$ cat src/rtl/hazard_ctrl.sv
// -----------------------------------------------------------------------------
// hazard_ctrl
//   Central pipeline controller for the 5-stage core. Produces the stall and
//   flush enables for the pipeline registers and the EX-stage forwarding
//   selects. It also runs a data-memory wait FSM with a timeout watchdog and
//   keeps a saturating count of stalled cycles.
//
// Ports
//   clk, reset          rising-edge clock, synchronous active-low reset
//   Rs1D, Rs2D          source registers of the ID instruction
//   Rs1E, Rs2E, RdE     source and destination registers of the EX instruction
//   MemToRegE           EX instruction is a load
//   PCSrcE              branch/jump taken, resolved in EX
//   RdM, RegWriteM      MEM destination register and its write enable
//   MemReqM, MemReadyM  MEM data-memory request and completion
//   RdW, RegWriteW      WB destination register and its write enable
//   StallF..StallM      hold enables for PC, IF/ID, ID/EX, EX/MEM
//   FlushD, FlushE      clear IF/ID, ID/EX to a bubble
//   FlushW              load a bubble into MEM/WB
//   ForwardAE/BE        00 = register file, 01 = WB result, 10 = MEM ALU result
//   MemErr              sticky memory-timeout flag
//   StallCount          saturating count of cycles with any stall asserted
//   dbg_state_o         current wait-FSM state (00 RUN, 01 MEM_WAIT, 10 ERROR)
//
// Handshake: the memory access in MEM is a valid/ready pair. MemReqM is the
// valid, MemReadyM the ready; the access completes in the cycle both are high
// (in RUN) or in the cycle MemReadyM is high (in MEM_WAIT). Every cycle
// without completion freezes the pipeline.
// -----------------------------------------------------------------------------
module hazard_ctrl #(
  parameter int TIMEOUT = 16,
  parameter int CNT_W   = 16
) (
  input  logic             clk,
  input  logic             reset,
  input  logic [4:0]       Rs1D,
  input  logic [4:0]       Rs2D,
  input  logic [4:0]       Rs1E,
  input  logic [4:0]       Rs2E,
  input  logic [4:0]       RdE,
  input  logic             MemToRegE,
  input  logic             PCSrcE,
  input  logic [4:0]       RdM,
  input  logic             RegWriteM,
  input  logic             MemReqM,
  input  logic             MemReadyM,
  input  logic [4:0]       RdW,
  input  logic             RegWriteW,
  output logic             StallF,
  output logic             StallD,
  output logic             StallE,
  output logic             StallM,
  output logic             FlushD,
  output logic             FlushE,
  output logic             FlushW,
  output logic [1:0]       ForwardAE,
  output logic [1:0]       ForwardBE,
  output logic             MemErr,
  output logic [CNT_W-1:0] StallCount,
  output logic [1:0]       dbg_state_o
);

  // Counter holds 0..TIMEOUT-1.
  localparam int WCNT_W = (TIMEOUT > 1) ? $clog2(TIMEOUT) : 1;
  localparam logic [WCNT_W-1:0] WCNT_LAST = WCNT_W'(TIMEOUT - 1);

  typedef enum logic [1:0] {
    ST_RUN      = 2'd0,
    ST_MEM_WAIT = 2'd1,
    ST_ERROR    = 2'd2
  } state_e;

  state_e             state_q, state_d;
  logic [WCNT_W-1:0]  wait_cnt_q, wait_cnt_d;
  logic [CNT_W-1:0]   stall_cnt_q, stall_cnt_d;

  logic               ms;
  logic               lu;
  logic               any_stall;

  // ---------------------------------------------------------------------------
  // State register
  // ---------------------------------------------------------------------------
  always_ff @(posedge clk) begin
    if (!reset) begin
      state_q <= ST_RUN;
    end else begin
      state_q <= state_d;
    end
  end

  // ---------------------------------------------------------------------------
  // Next-state logic (also steers the wait counter)
  // ---------------------------------------------------------------------------
  always_comb begin
    state_d    = state_q;
    wait_cnt_d = wait_cnt_q;
    case (state_q)
      ST_RUN: begin
        if (MemReqM && !MemReadyM) begin
          state_d    = ST_MEM_WAIT;
          wait_cnt_d = '0;
        end
      end
      ST_MEM_WAIT: begin
        if (MemReadyM) begin
          state_d = ST_RUN;
        end else if (wait_cnt_q == WCNT_LAST) begin
          state_d = ST_ERROR;
        end else begin
          wait_cnt_d = wait_cnt_q + WCNT_W'(1);
        end
      end
      ST_ERROR: begin
        // Only reset leaves ERROR; MemReadyM is deliberately ignored.
        state_d = ST_ERROR;
      end
      default: begin
        state_d = ST_RUN;
      end
    endcase
  end

  // ---------------------------------------------------------------------------
  // Counters
  // ---------------------------------------------------------------------------
  assign any_stall = StallF | StallD | StallE | StallM;

  always_comb begin
    stall_cnt_d = stall_cnt_q;
    if (any_stall && (stall_cnt_q != {CNT_W{1'b1}})) begin
      stall_cnt_d = stall_cnt_q + CNT_W'(1);
    end
  end

  always_ff @(posedge clk) begin
    if (!reset) begin
      wait_cnt_q  <= '0;
      stall_cnt_q <= '0;
    end else begin
      wait_cnt_q  <= wait_cnt_d;
      stall_cnt_q <= stall_cnt_d;
    end
  end

  // ---------------------------------------------------------------------------
  // Output logic
  // ---------------------------------------------------------------------------
  // Memory stall depends on the FSM state: a fresh request stalls only if it
  // is not ready in its first cycle, so a single-cycle access costs nothing.
  always_comb begin
    ms = 1'b0;
    case (state_q)
      ST_RUN:      ms = MemReqM && !MemReadyM;
      ST_MEM_WAIT: ms = !MemReadyM;
      ST_ERROR:    ms = 1'b1;
      default:     ms = 1'b0;
    endcase
  end

  assign lu = MemToRegE && (RdE != 5'd0) && ((RdE == Rs1D) || (RdE == Rs2D));

  // While memory stalls, EX and ID are frozen, so a pending branch or
  // load-use is simply seen again once the stall drops.
  always_comb begin
    StallF = 1'b0;
    StallD = 1'b0;
    StallE = 1'b0;
    StallM = 1'b0;
    FlushD = 1'b0;
    FlushE = 1'b0;
    FlushW = 1'b0;
    if (!reset) begin
      FlushD = 1'b1;
      FlushE = 1'b1;
      FlushW = 1'b1;
    end else if (ms) begin
      StallF = 1'b1;
      StallD = 1'b1;
      StallE = 1'b1;
      StallM = 1'b1;
      FlushW = 1'b1;
    end else if (PCSrcE) begin
      FlushD = 1'b1;
      FlushE = 1'b1;
    end else if (lu) begin
      StallF = 1'b1;
      StallD = 1'b1;
      FlushE = 1'b1;
    end
  end

  // Forwarding: MEM result is younger than WB result, so it wins.
  always_comb begin
    ForwardAE = 2'b00;
    ForwardBE = 2'b00;
    if (reset) begin
      if (RegWriteM && (RdM != 5'd0) && (RdM == Rs1E)) begin
        ForwardAE = 2'b10;
      end else if (RegWriteW && (RdW != 5'd0) && (RdW == Rs1E)) begin
        ForwardAE = 2'b01;
      end
      if (RegWriteM && (RdM != 5'd0) && (RdM == Rs2E)) begin
        ForwardBE = 2'b10;
      end else if (RegWriteW && (RdW != 5'd0) && (RdW == Rs2E)) begin
        ForwardBE = 2'b01;
      end
    end
  end

  assign MemErr      = (state_q == ST_ERROR);
  assign StallCount  = stall_cnt_q;
  assign dbg_state_o = state_q;

endmodule
$ cat config.mk
export PLATFORM = sky130hd
export DESIGN_NAME = hazard_ctrl
export DESIGN_NICKNAME = d
export VERILOG_FILES = /design/src/rtl/hazard_ctrl.sv
export SDC_FILE = /design/constraint.sdc
export NUM_CORES = 1
export LEC_CHECK = 0
export CAP_MARGIN = 25
export CORE_ASPECT_RATIO = 1.5
export CORE_UTILIZATION = 35
export DETAILED_ROUTE_END_ITERATION = 6
export PLACE_DENSITY = 0.72
export SLEW_MARGIN = 40
export SYNTH_ARGS = -nofsm -noshare
export SYNTH_HDL_FRONTEND = slang
export SYNTH_SLANG_ARGS = --single-unit
$ cat constraint.sdc
create_clock -name clk -period 3.03 [get_ports clk]
set_input_delay 0.909 -clock clk [delete_from_list [all_inputs] [get_ports clk]]
set_output_delay 0.909 -clock clk [all_outputs]
set_load 0.1 [all_outputs]
==> results_dict.tcl <==
set metrics [dict create \
    layout_min_cycle_time_ps 3240 \
    synth_top_area_cell "dfxtp_1" \
    slowest_stage "or4_4" \
    synth_area_leaders "dfxtp_1 (28%), xnor2_1 (8.9%), xor2_1 (8.9%), o41ai_1 (4.4%), o311ai_1 (3.9%)" \
    r2r-end "StallCount[11]" \
    rsz0062_at_grt "true" \
    critical_path_class "primary input to output pin" \
    p_leak_nw 1.14 \
    detail-route-antenna-nets 0 \
    cp-end-kind "output pin" \
    routed_wl_um 4620 \
    async_flop_share_pct 0 \
    syn2layout_area_growth_pct 77.1 \
    first_global_vias 1808 \
    drc 6 \
    yosys_warnings 0 \
    slew_violations 0 \
    synthesis.area_um2 1580 \
    path_cells "buf_6 -> or4_4 -> o21ai_4 -> buf_6 -> nor4_4 -> nor4_4 -> buf_12" \
    clock-sinks 22 \
    cts_made_buffers 3 \
    max_freq_ghz 0.309 \
    die_height_um 84.3 \
    clock_path_buffers 2 \
    fin_skew_ps 4.97 \
    drtPass1Iterations 6 \
    ys_ff_latch 22 \
    wl_per_cell_um 14.2 \
    route.vias.total 1783 \
    crit_required_ps 2120 \
    overflow 0 \
    violations "design-rule violations, negative setup slack" \
    diodes 0 \
    maxSlewHeadroom_pct 55.7 \
    crit_end "ForwardAE[0]" \
    power.total_mw 0.900 \
    cts-root-buf "clkbuf_8" \
    setup-tns-final_ps -1010 \
    die_area_um2 4800 \
    worstPathMaxFanout 2 \
    num_io_pins 73 \
    portBuffers 72 \
    grt_max_degree 27 \
    startpoint "RdM[1]" \
    synth-edff-count 0 \
    timing.rr.start "StallCount[0]" \
    p_per_area_nw_per_um2 321 \
    status "complete, but fails checks" \
    layout.nets 326 \
    ff2ff_path_depth 7 \
    rrSetupSlack_ps 620 \
    period_share_pct 107 \
    syn_inst 184 \
    hpwl_um 3470 \
    setup_viol 7 \
    ys_seq_area_share_pct 27.8 \
    gp_congestion 0.763 \
    avgSynthCellArea_um2 8.60 \
    setup_ws_ps -211 \
    drtIter0Drc 34 \
    syn-num-nets 229 \
    yosysUniqueCellTypes 41 \
    antenna_found_initial 0 \
    placed_cells 317 \
    clk_latency_ps 270 \
    yosysMostFrequentCell "dfxtp_1" \
    grt_pass1_wl_um 7930 \
    cts_tree "done" \
    synth.top_cells.by_count "dfxtp_1 (22), xnor2_1 (16), xor2_1 (16)" \
    routed_via_density 5.47 \
    yosys.area.top_type_share_pct 27.8 \
    track_usage_pct 20.5 \
    worst_setup_path_start_kind "primary input" \
    clk_pin_slew_ps 80 \
    hold_viol 0 \
    start_util_pct 36.9 \
    worstMarginPinSlew_ps 664 \
    fp.dieW_um 56.9 \
    cp_data_arrival_time_ps 2330 \
    htree_levels 1 \
    layoutNonFillerInstCount 326 \
    synth_ff_type "dfxtp_1" \
    ir_drop_mv 0.194 \
    maxCapViolations 0 \
    num_rows 29 \
    drive_gt1_share_pct 42.9 \
    core_um2 4280 \
    cp_slowest_stage_delay_ps 540 \
    hp-class "register to register" \
]
==> worst min path at each step <==
stage / startpoint / end / slack, ps / depth (start not counted)
finish: StallCount[8] / StallCount[8] / 510 / 2
global placement: StallCount[11] / StallCount[11] / 490 / 2
floorplan: wait_cnt_q[1] / wait_cnt_q[1] / 480 / 2
detailed placement: StallCount[11] / StallCount[11] / 490 / 2
CTS: StallCount[11] / StallCount[11] / 510 / 2
global route: StallCount[11] / StallCount[11] / 540 / 2
==> worst max-delay path: cells and delay by family <==
kind	cells	cell delay [ps]
AND/OR/NAND/NOR	3	810
buffers and inverters	3	430
AO/OA/AOI/OAI	1	170
==> power breakdown <==
part	leakage (nW)	internal (mW)	switching, mW
sequential	0.179	0.292	0.00471
combinational	0.930	0.142	0.186
clock	0.0357	0.177	0.0988
==> through the flow <==
step | worst slack [ps] | utilization, % | cell area [um^2] | hold WS [ps]
finish | -211 | 65.4 | 2800 | 511
global route | -246 | 65.4 | 2800 | 539
CTS | -277 | 64.6 | 2770 | 506
detailed placement | -652 | 61.5 | 2630 | 491
global placement | -605 | 61.5 | 2630 | 488
floorplan | -692 | - | 1680 | 477
==> final cells by class <==
cell class                      count  area [um^2]
Inverter                            3         15.0
Fill cell                         348         1480
Sequential cell                    22          445
Clock inverter                      1         30.0
Clock buffer                        3         41.3
Timing Repair Buffer              102          951
Multi-Input combinational cell    149         1260
Tap cell                           46         57.6
==> registers in the layout (all words and copies together), names as in the netlist <==
| name | count |
|---|---|
| StallCount | 16 |
| dbg_state_o | 2 |
| wait_cnt_q | 4 |
==> cells by family (layout without fill, tap and decap cells) <==
kind of cell / after synthesis / count (layout) / share of synthesized area, %
buffers and inverters: 13 / 109 / 4.67
multiplexers: 4 / 4 / 2.53
XOR/XNOR: 32 / 32 / 17.7
AND/OR/NAND/NOR: 74 / 74 / 26.7
adder cells (fa/ha/maj): 2 / 2 / 1.58
flip-flops: 22 / 22 / 27.8
AO/OA/AOI/OAI: 37 / 37 / 18.9
==> layer usage <==
layer  routed length, um  up-vias  GRT usage, %
met1                1710      824          21.6
met3                 291       10          4.31
li1                    -      877             -
met5                   0        -             0
met2                2500       72          38.5
met4                 112        0          8.20
==> timing repair <==
item	CTS	global route
setup endpoints to repair	11	8
pin swaps	35	21
hold buffers	0	0
resized for setup	108	31
setup buffers	4	3
==> layout by cell type, fill, tap and decap left out, types with 2 or more instances in the layout <==
cell,instances
buf_4,44
dfxtp_1,20
dlygate4sd2_1,16
xor2_1,14
xnor2_1,13
nand2_1,12
buf_6,12
nand3_1,11
buf_12,11
o41ai_1,8
o311ai_1,7
buf_2,7
clkbuf_2,7
nor2_1,6
a21oi_1,6
nand2b_1,6
or4_4,4
nor4_4,4
or4_1,4
and3_1,4
mux2i_1,4
nand4_1,3
o31ai_1,3
clkbuf_8,3
xor2_2,2
and2_4,2
o21a_1,2
xnor2_2,2
inv_1,2
and4_1,2
nand3_2,2
nand3b_1,2
o21ai_2,2
ha_1,2
clkdlybuf4s15_1,2
clkdlybuf4s50_1,2
(Power assumes the default switching activity.)
